<file path="src/rtl/hazard_controller.sv">
// Pipeline hazard controller for the 5-stage RV32I core.
// Drives stall/flush/bubble controls from decode, execute and memory status.
module hazard_controller #(
  parameter int AWIDTH            = 5,
  parameter int LOAD_STALL_CYCLES = 1,
  parameter int FLUSH_CYCLES      = 2,
  parameter int WAIT_WIDTH        = 4
) (
  input  logic              hu_clk,
  input  logic              hu_rst,
  input  logic              hu_i_ds_valid,
  input  logic [AWIDTH-1:0] hu_i_ds_rs1,
  input  logic [AWIDTH-1:0] hu_i_ds_rs2,
  input  logic              hu_i_ds_use_rs2,
  input  logic              hu_i_ex_valid,
  input  logic [AWIDTH-1:0] hu_i_ex_rd,
  input  logic              hu_i_ex_is_load,
  input  logic              hu_i_ex_redirect,
  input  logic              hu_i_mem_req,
  input  logic              hu_i_mem_ack,
  output logic              hu_o_fs_stall,
  output logic              hu_o_ds_stall,
  output logic              hu_o_ex_stall,
  output logic              hu_o_ex_bubble,
  output logic              hu_o_fs_flush,
  output logic              hu_o_ds_flush,
  output logic              hu_o_mem_timeout,
  output logic [1:0]        hu_o_state
);

  typedef enum logic [1:0] {
    RUN        = 2'd0,
    LOAD_STALL = 2'd1,
    MEM_WAIT   = 2'd2,
    FLUSH      = 2'd3
  } state_e;

  localparam logic [1:0] LS_RELOAD = 2'(LOAD_STALL_CYCLES - 1);
  localparam logic [1:0] FL_RELOAD = 2'(FLUSH_CYCLES - 1);
  localparam logic [WAIT_WIDTH-1:0] TONE = 1;
  localparam logic [WAIT_WIDTH-1:0] TMAX = '1;
  localparam logic [WAIT_WIDTH-1:0] TPRE = TMAX - TONE;

  state_e                state_q, state_d;
  logic [1:0]            cnt_q, cnt_d;
  logic [WAIT_WIDTH-1:0] tmr_q, tmr_d;

  logic lu, mw, rs_hit;
  logic fs_stall, ds_stall, ex_stall, ex_bubble;
  logic fs_flush, ds_flush, timeout;

  assign rs_hit = (hu_i_ds_rs1 == hu_i_ex_rd) |
                  (hu_i_ds_use_rs2 & (hu_i_ds_rs2 == hu_i_ex_rd));
  assign lu = hu_i_ex_valid & hu_i_ex_is_load &
              (hu_i_ex_rd != '0) & hu_i_ds_valid & rs_hit;
  assign mw = hu_i_mem_req & ~hu_i_mem_ack;

  always_ff @(posedge hu_clk or negedge hu_rst) begin
    if (!hu_rst) begin
      state_q <= RUN;
      cnt_q   <= '0;
      tmr_q   <= '0;
    end else begin
      state_q <= state_d;
      cnt_q   <= cnt_d;
      tmr_q   <= tmr_d;
    end
  end

  always_comb begin
    state_d   = state_q;
    cnt_d     = cnt_q;
    tmr_d     = tmr_q;
    fs_stall  = 1'b0;
    ds_stall  = 1'b0;
    ex_stall  = 1'b0;
    ex_bubble = 1'b0;
    fs_flush  = 1'b0;
    ds_flush  = 1'b0;
    timeout   = 1'b0;
    unique case (state_q)
      RUN: begin
        if (mw) begin
          {fs_stall, ds_stall, ex_stall} = 3'b111;
          state_d = MEM_WAIT;
          tmr_d   = '0;
        end else if (hu_i_ex_redirect) begin
          {fs_flush, ds_flush} = 2'b11;
          if (FLUSH_CYCLES > 1) begin
            state_d = FLUSH;
            cnt_d   = FL_RELOAD;
          end
        end else if (lu) begin
          {fs_stall, ds_stall, ex_bubble} = 3'b111;
          if (LOAD_STALL_CYCLES > 1) begin
            state_d = LOAD_STALL;
            cnt_d   = LS_RELOAD;
          end
        end
      end
      LOAD_STALL: begin
        if (mw) begin
          {fs_stall, ds_stall, ex_stall} = 3'b111;
        end else begin
          {fs_stall, ds_stall, ex_bubble} = 3'b111;
          cnt_d = cnt_q - 2'd1;
          if (cnt_q == 2'd1) state_d = RUN;
        end
      end
      MEM_WAIT: begin
        if (mw) begin
          {fs_stall, ds_stall, ex_stall} = 3'b111;
          timeout = (tmr_q == TPRE);
          if (tmr_q != TMAX) tmr_d = tmr_q + TONE;
        end else begin
          state_d = RUN;
        end
      end
      FLUSH: begin
        {fs_flush, ds_flush} = 2'b11;
        if (mw) begin
          {fs_stall, ds_stall, ex_stall} = 3'b111;
        end else if (hu_i_ex_redirect) begin
          cnt_d = FL_RELOAD;
        end else begin
          cnt_d = cnt_q - 2'd1;
          if (cnt_q == 2'd1) state_d = RUN;
        end
      end
      default: state_d = RUN;
    endcase
  end

  // Reset forces every control low regardless of inputs
  assign hu_o_fs_stall    = hu_rst & fs_stall;
  assign hu_o_ds_stall    = hu_rst & ds_stall;
  assign hu_o_ex_stall    = hu_rst & ex_stall;
  assign hu_o_ex_bubble   = hu_rst & ex_bubble;
  assign hu_o_fs_flush    = hu_rst & fs_flush;
  assign hu_o_ds_flush    = hu_rst & ds_flush;
  assign hu_o_mem_timeout = hu_rst & timeout;
  assign hu_o_state       = hu_rst ? state_q : RUN;

endmodule

</file>
<file path="config.mk">
export PLATFORM = sky130hd
export DESIGN_NAME = hazard_controller
export DESIGN_NICKNAME = d
export VERILOG_FILES = /design/src/rtl/hazard_controller.sv
export SDC_FILE = /design/constraint.sdc
export NUM_CORES = 1
export LEC_CHECK = 0
export BUFFER_PORTS_ARGS = -buffer_cell sky130_fd_sc_hd__buf_4
export CORE_ASPECT_RATIO = 1.4
export CORE_MARGIN = 3
export CORE_UTILIZATION = 30
export DETAILED_ROUTE_END_ITERATION = 16
export MAX_ROUTING_LAYER = met4
export SKIP_LAST_GASP = 1
export SYNTH_ARGS = -nofsm -noshare
export SYNTH_HDL_FRONTEND = slang
export SYNTH_SLANG_ARGS = --single-unit
export TNS_END_PERCENT = 100
</file>
<file path="constraint.sdc">
create_clock -name hu_clk -period 3.5 [get_ports hu_clk]
set_clock_uncertainty 0.05 [all_clocks]
set_input_delay 1.05 -clock hu_clk [delete_from_list [all_inputs] [get_ports hu_clk]]
set_output_delay 1.05 -clock hu_clk [all_outputs]
set_load 0.05 [all_outputs]
</file>
# Word-level counts from Yosys, hierarchy flattened
# Cells that the tools add are included.
[word_totals]
reg_bits = 8
wordCells = 78
[classes]
n_addsub = 2
eq_ne = 18
muxes = 33
bitwise_logic = 13
reduce_logical = 9
[op_table]
columns = ["operator", "count"]
rows = [
  ["2-to-1 mux 2 bit", 13],
  ["inequality test 2 bit (second input constant)", 9],
  ["2-to-1 mux 4 bit", 3],
  ["AND 1 bit", 11],
  ["2-to-1 mux 1 bit", 11],
  ["== test 5 bit", 2],
  ["AND reduction 5 bit", 2],
  ["case mux 2 bit (4 select lines)", 1],
  ["case mux 4 bit (2 select lines)", 1],
  ["case mux 2 bit (3 select lines)", 1],
  ["nonzero test 5 bit", 1],
  ["adder 4 x 1 -> 4 bit (second input constant)", 1],
  ["== test 2 x 1 -> 1 bit (second input constant)", 2],
  ["== test 2 bit (second input constant)", 2],
  ["== test 4 bit (second input constant)", 1],
  ["inequality test 4 bit (second input constant)", 1],
  ["case mux 1 bit (2 select lines)", 2],
  ["AND reduction 4 bit", 1],
  ["OR reduction 4 bit", 1],
  ["inequality test 3 bit (second input constant)", 1],
  ["case mux 1 bit (3 select lines)", 1],
  ["nonzero test 3 bit", 1],
  ["logical NOT 2 bit", 1],
  ["nonzero test 2 bit", 1],
  ["other kinds (4)", 4],
]

# Depth between registers and ports, before layout
[logic_depth]
word_depth = 9
ltp_mapped = 7
depth_no_buf = 6

# Least setup slack after synthesis
# OpenSTA, ideal clock, no wires.
[synth_timing]
kind = "in2out"
start = "in hu_i_mem_req"
end = "out hu_o_fs_flush"
t_arrival_ns = 3.019
t_required_ns = 2.400
setup_slack_ns = -0.619
cell_stages = 6
cell_sequence = "nor2b_1 buf_2 nor2_1 a21oi_1 nor3_1 buf_4"
[synth_via]
elab_chain_cells = 4
[synth_rtl]
columns = ["item", "line", "text"]
rows = [
  ["from (decl)", "19", "input logic hu_i_mem_req,"],
  ["AND 1 bit", "56", "assign mw = hu_i_mem_req & ~hu_i_mem_ack;"],
  ["2-to-1 mux 1 bit", "-", ""],
  ["case mux 1 bit (2 select lines)", "-", ""],
  ["AND 1 bit", "-", ""],
  ["to (decl)", "25", "output logic hu_o_fs_flush,"],
]
# No other way between the ends.

# Final worst setup path
[layout_timing]
start = "in hu_i_ex_rd[0]"
end = "out hu_o_ds_stall"
[layout_via]
elab_chain_cells = 9
[layout_rtl]
columns = ["item", "line", "text"]
rows = [
  ["from (decl)", "16", "input logic [AWIDTH-1:0] hu_i_ex_rd,"],
  ["== test 5 bit / nonzero test 5 bit (equally long branches)", "53, 55", ""],
  ["AND 1 bit, on equally long branches", "53, 54", ""],
  ["bitwise OR 1 bit / AND 1 bit (equally long branches)", "52, 55", ""],
  ["AND 1 bit (*)", "55", "(hu_i_ex_rd != '0) & hu_i_ds_valid & rs_hit;"],
  ["2-to-1 mux 1 bit (*)", "93", "end else if (lu) begin"],
  ["2-to-1 mux 1 bit (*)", "87", "end else if (hu_i_ex_redirect) begin"],
  ["2-to-1 mux 1 bit (*)", "83", "if (mw) begin"],
  ["case mux 1 bit (3 select lines) (*)", "81", "unique case (state_q)"],
  ["AND 1 bit (*)", "136", "assign hu_o_ds_stall = hu_rst & ds_stall;"],
  ["to (decl)", "22", "output logic hu_o_ds_stall,"],
]
# Mark *: on every way between the ends. The rest lies on a longest branch, timed or not.

==> key figures <==
Status
  • Status: completed

Critical path
  • Top Family by Delay on Critical Path: simple AND/OR/NAND/NOR gates
  • Max incr delay on CP: 0.52 ns
  • Most frequent CP cell: buf_4
  • CP Buf/Inv Count: 2
  • Worst R2R Path Depth: 6
  • Largest fanout on the critical path: 3
  • Critical path endpoint category: primary output
  • Setup CP Type: in -> out
  • Crit path DAT: 2.30 ns
  • CP startpoint kind: input port
  • CP Cell Sequence: buf_4 > or4_4 > o2111ai_2 > a221o_1 > a21oi_2 > buf_4
  • Worst path depth: 6
  • CP max-delay cell: or4_4
  • Crit path required time: 2.40 ns

Cells and area
  • Antenna cells: 0
  • Layout cells sized above 1: roughly 37%
  • Layout area overhead: 41.0%
  • Fill cell count: 275
  • NumNets Final: 169

Die
  • Core area: 0.00250 mm2
  • Initial Util: 32.9%
  • Die Ht: 67.9 um
  • Die width: 50.2 um
  • Die footprint: 0.00341 mm2
  • I/O pins: 33
  • Cell Rows: 21

STA
  • Hold Slack: 0.478 ns
  • Max Clk Rate: 0.295 GHz
  • Fin. Hold Viols: 0
  • RSZ-0062 raised after global routing: false
  • Max transition margin: roughly 78%
  • Setup WS post-layout: 0.105 ns
  • Max-slew violation count: 0
  • Final setup violation count: 0
  • Fin crit share: 97.0%
  • Fin crit period: 3.40 ns
  • Tightest Pin Transition: between 0.3 and 0.4 ns

Clock tree
  • H-tree depth: 1
  • Number of buffers created by CTS: 3
  • Clk root buf: clkbuf_4
  • Cts repair resizes: 0
  • Clock buffer depth: 2
  • Clock latency on the worst-skew pair: 0.26 ns
  • CTS tree: done
  • CTS sink cnt: 8
  • Clock transition at the registers of the reported paths: ~0.060 ns
  • Post-CTS setup buffers: 0
  • Cts hold-fix bufs: 0

Drt
  • Initial DRC count: 10
  • Routed length per placed instance: 12.6 um
  • DRC Markers: 0
  • Post-DRT Antenna Nets: 0
  • Vias: 877
  • Drt via density: just over 5
  • DR pass1 iterations: 4
  • Drt total wl: 2150 um

Global route
  • Pin count of the biggest net entering global routing: 10
  • All-Layer GR Usage: 14.4%
  • Antenna violations before repair: 0
  • Global-route wire length before repair: 3670 um
  • Global route overflow: 0
  • Number of global-route vias before repair: roughly 910

Logic synthesis
  • Post-synth net total: about 130
  • Cell count after synthesis: 101
  • Async S/R FF share, synth: 100%
  • Top cell type's share of synthesized area: 24.4%
  • Synth cell types: 38
  • Syn avg cell area: ~8.1 um2
  • Leading area contributor after synthesis: dfrtp_1
  • Synthesized flop and latch total: 8
  • Mapped Area: 821 um2
  • Seq/Total Area, Yosys: around 24%
  • YS warnings: 0
  • Top cells by area, synth: dfrtp_1 24%, ha_1 11%, xor2_1 9.6%, nor2_1 4.1%, a21oi_1 3.7%
  • Top cells by count, synth: 9 x nor2_1, 9 x xor2_1, 8 x dfrtp_1, 8 x nand2_1
  • Commonest register cell after synthesis: dfrtp_1
  • Post-synth EDFFs: 0

Pwr
  • Pleak: between 0.5 and 0.6 nW
  • Power Density: 573 mW/mm2
  • VDD IR max: 0.328 mV

Placed design
  • Routability cong.: between 0.7 and 0.8
  • Hpwl dp: 1850 um
  • Post-Place Worst Slack: around 0.035 ns
  • I/O Buffers: 32

Worst hold path
  • Hold WC Path Type: reg -> reg
  • WHS Path Cells: 1

Run
  • Count of maximum capacitance violations: 0
==> registers in the layout, indices dropped and copies added (netlist names) <==
name	count
tmr_q	4
cnt_q	2
state_q	2
==> routing by layer <==
metal	up-vias	track usage [%]	share of wire (%)
li1	435	-	-
met1	410	13.2	36
met2	28	29.4	57
met3	4	1.53	5.0
met4	0	6.23	1.5
met5	-	-	0
==> final cells by class <==
class	instances	area, um2	share of cell area (%)
multi-input cells	80	581	50.2
repair buffers	38	285	24.6
flip-flops and latches	8	200	17.3
well taps	34	42.5	3.68
inverters	7	26.3	2.27
clock buffers	3	22.5	1.95
==> where the power goes <==
part | internal [mW] | leakage, nW | switching (mW)
Clock | 0.0395 | 0.0138 | 0.0351
Combinational | 0.173 | 0.426 | 0.260
Sequential | 0.123 | 0.103 | 0.0331
Total | 0.335 | 0.542 | 0.328
==> cells in the final DEF, fill, tap and decap left out, types with 2 or more instances in the layout <==
cell,count
a21oi_1,5
a22o_1,3
buf_4,38
clkbuf_4,3
dfrtp_1,8
ha_1,7
inv_1,7
nand2_1,8
nand2b_1,2
nand3_1,3
nor2_1,9
o21ai_0,4
o22ai_1,2
or3_1,2
xor2_1,9
==> worst paths after layout <==
kind / to / startpoint / slack [ns]
worst max-delay path: hu_o_ds_stall / hu_i_ex_rd[0] / 0.10
worst min-delay path: cnt_q[0]$_DFFE_PN0P_ / cnt_q[0]$_DFFE_PN0P_ / 0.48
worst max register to register: cnt_q[0]$_DFFE_PN0P_ / state_q[0]$_DFFE_PN0P_ / 1.73
worst min register to register: cnt_q[0]$_DFFE_PN0P_ / cnt_q[0]$_DFFE_PN0P_ / 0.48
max in group asynchronous: cnt_q[0]$_DFFE_PN0P_ / hu_rst / 2.61
min in group asynchronous: tmr_q[2]$_DFFE_PN0P_ / hu_rst / 0.65
==> per-stage QoR <==
| stage | util, % | setup TNS [ns] | power, mW | cells | instance area (um2) |
|---|---|---|---|---|---|
| after floorplan | - | -0.371 | 0.467 | 101 | 840 |
| after global placement | 45.4 | 0 | 0.582 | 167 | 1130 |
| after detailed placement | 45.4 | 0 | 0.592 | 167 | 1130 |
| after CTS | 46.3 | 0 | 0.668 | 170 | 1150 |
| after global routing | 46.4 | 0 | 0.722 | 170 | 1160 |
| final | 46.4 | 0 | 0.663 | 170 | 1160 |
==> cells by family after synthesis <==
group / synth area share, %
buffers and inverters: 7.47
AOI/OAI and AO/OA: 24.2
xor gates and xnor gates: 10.7
adders and majority gates: 10.7
DFF: 24.4
and+or+nand+nor: 20.0
muxes: 2.59
(Power assumes the default switching activity.)
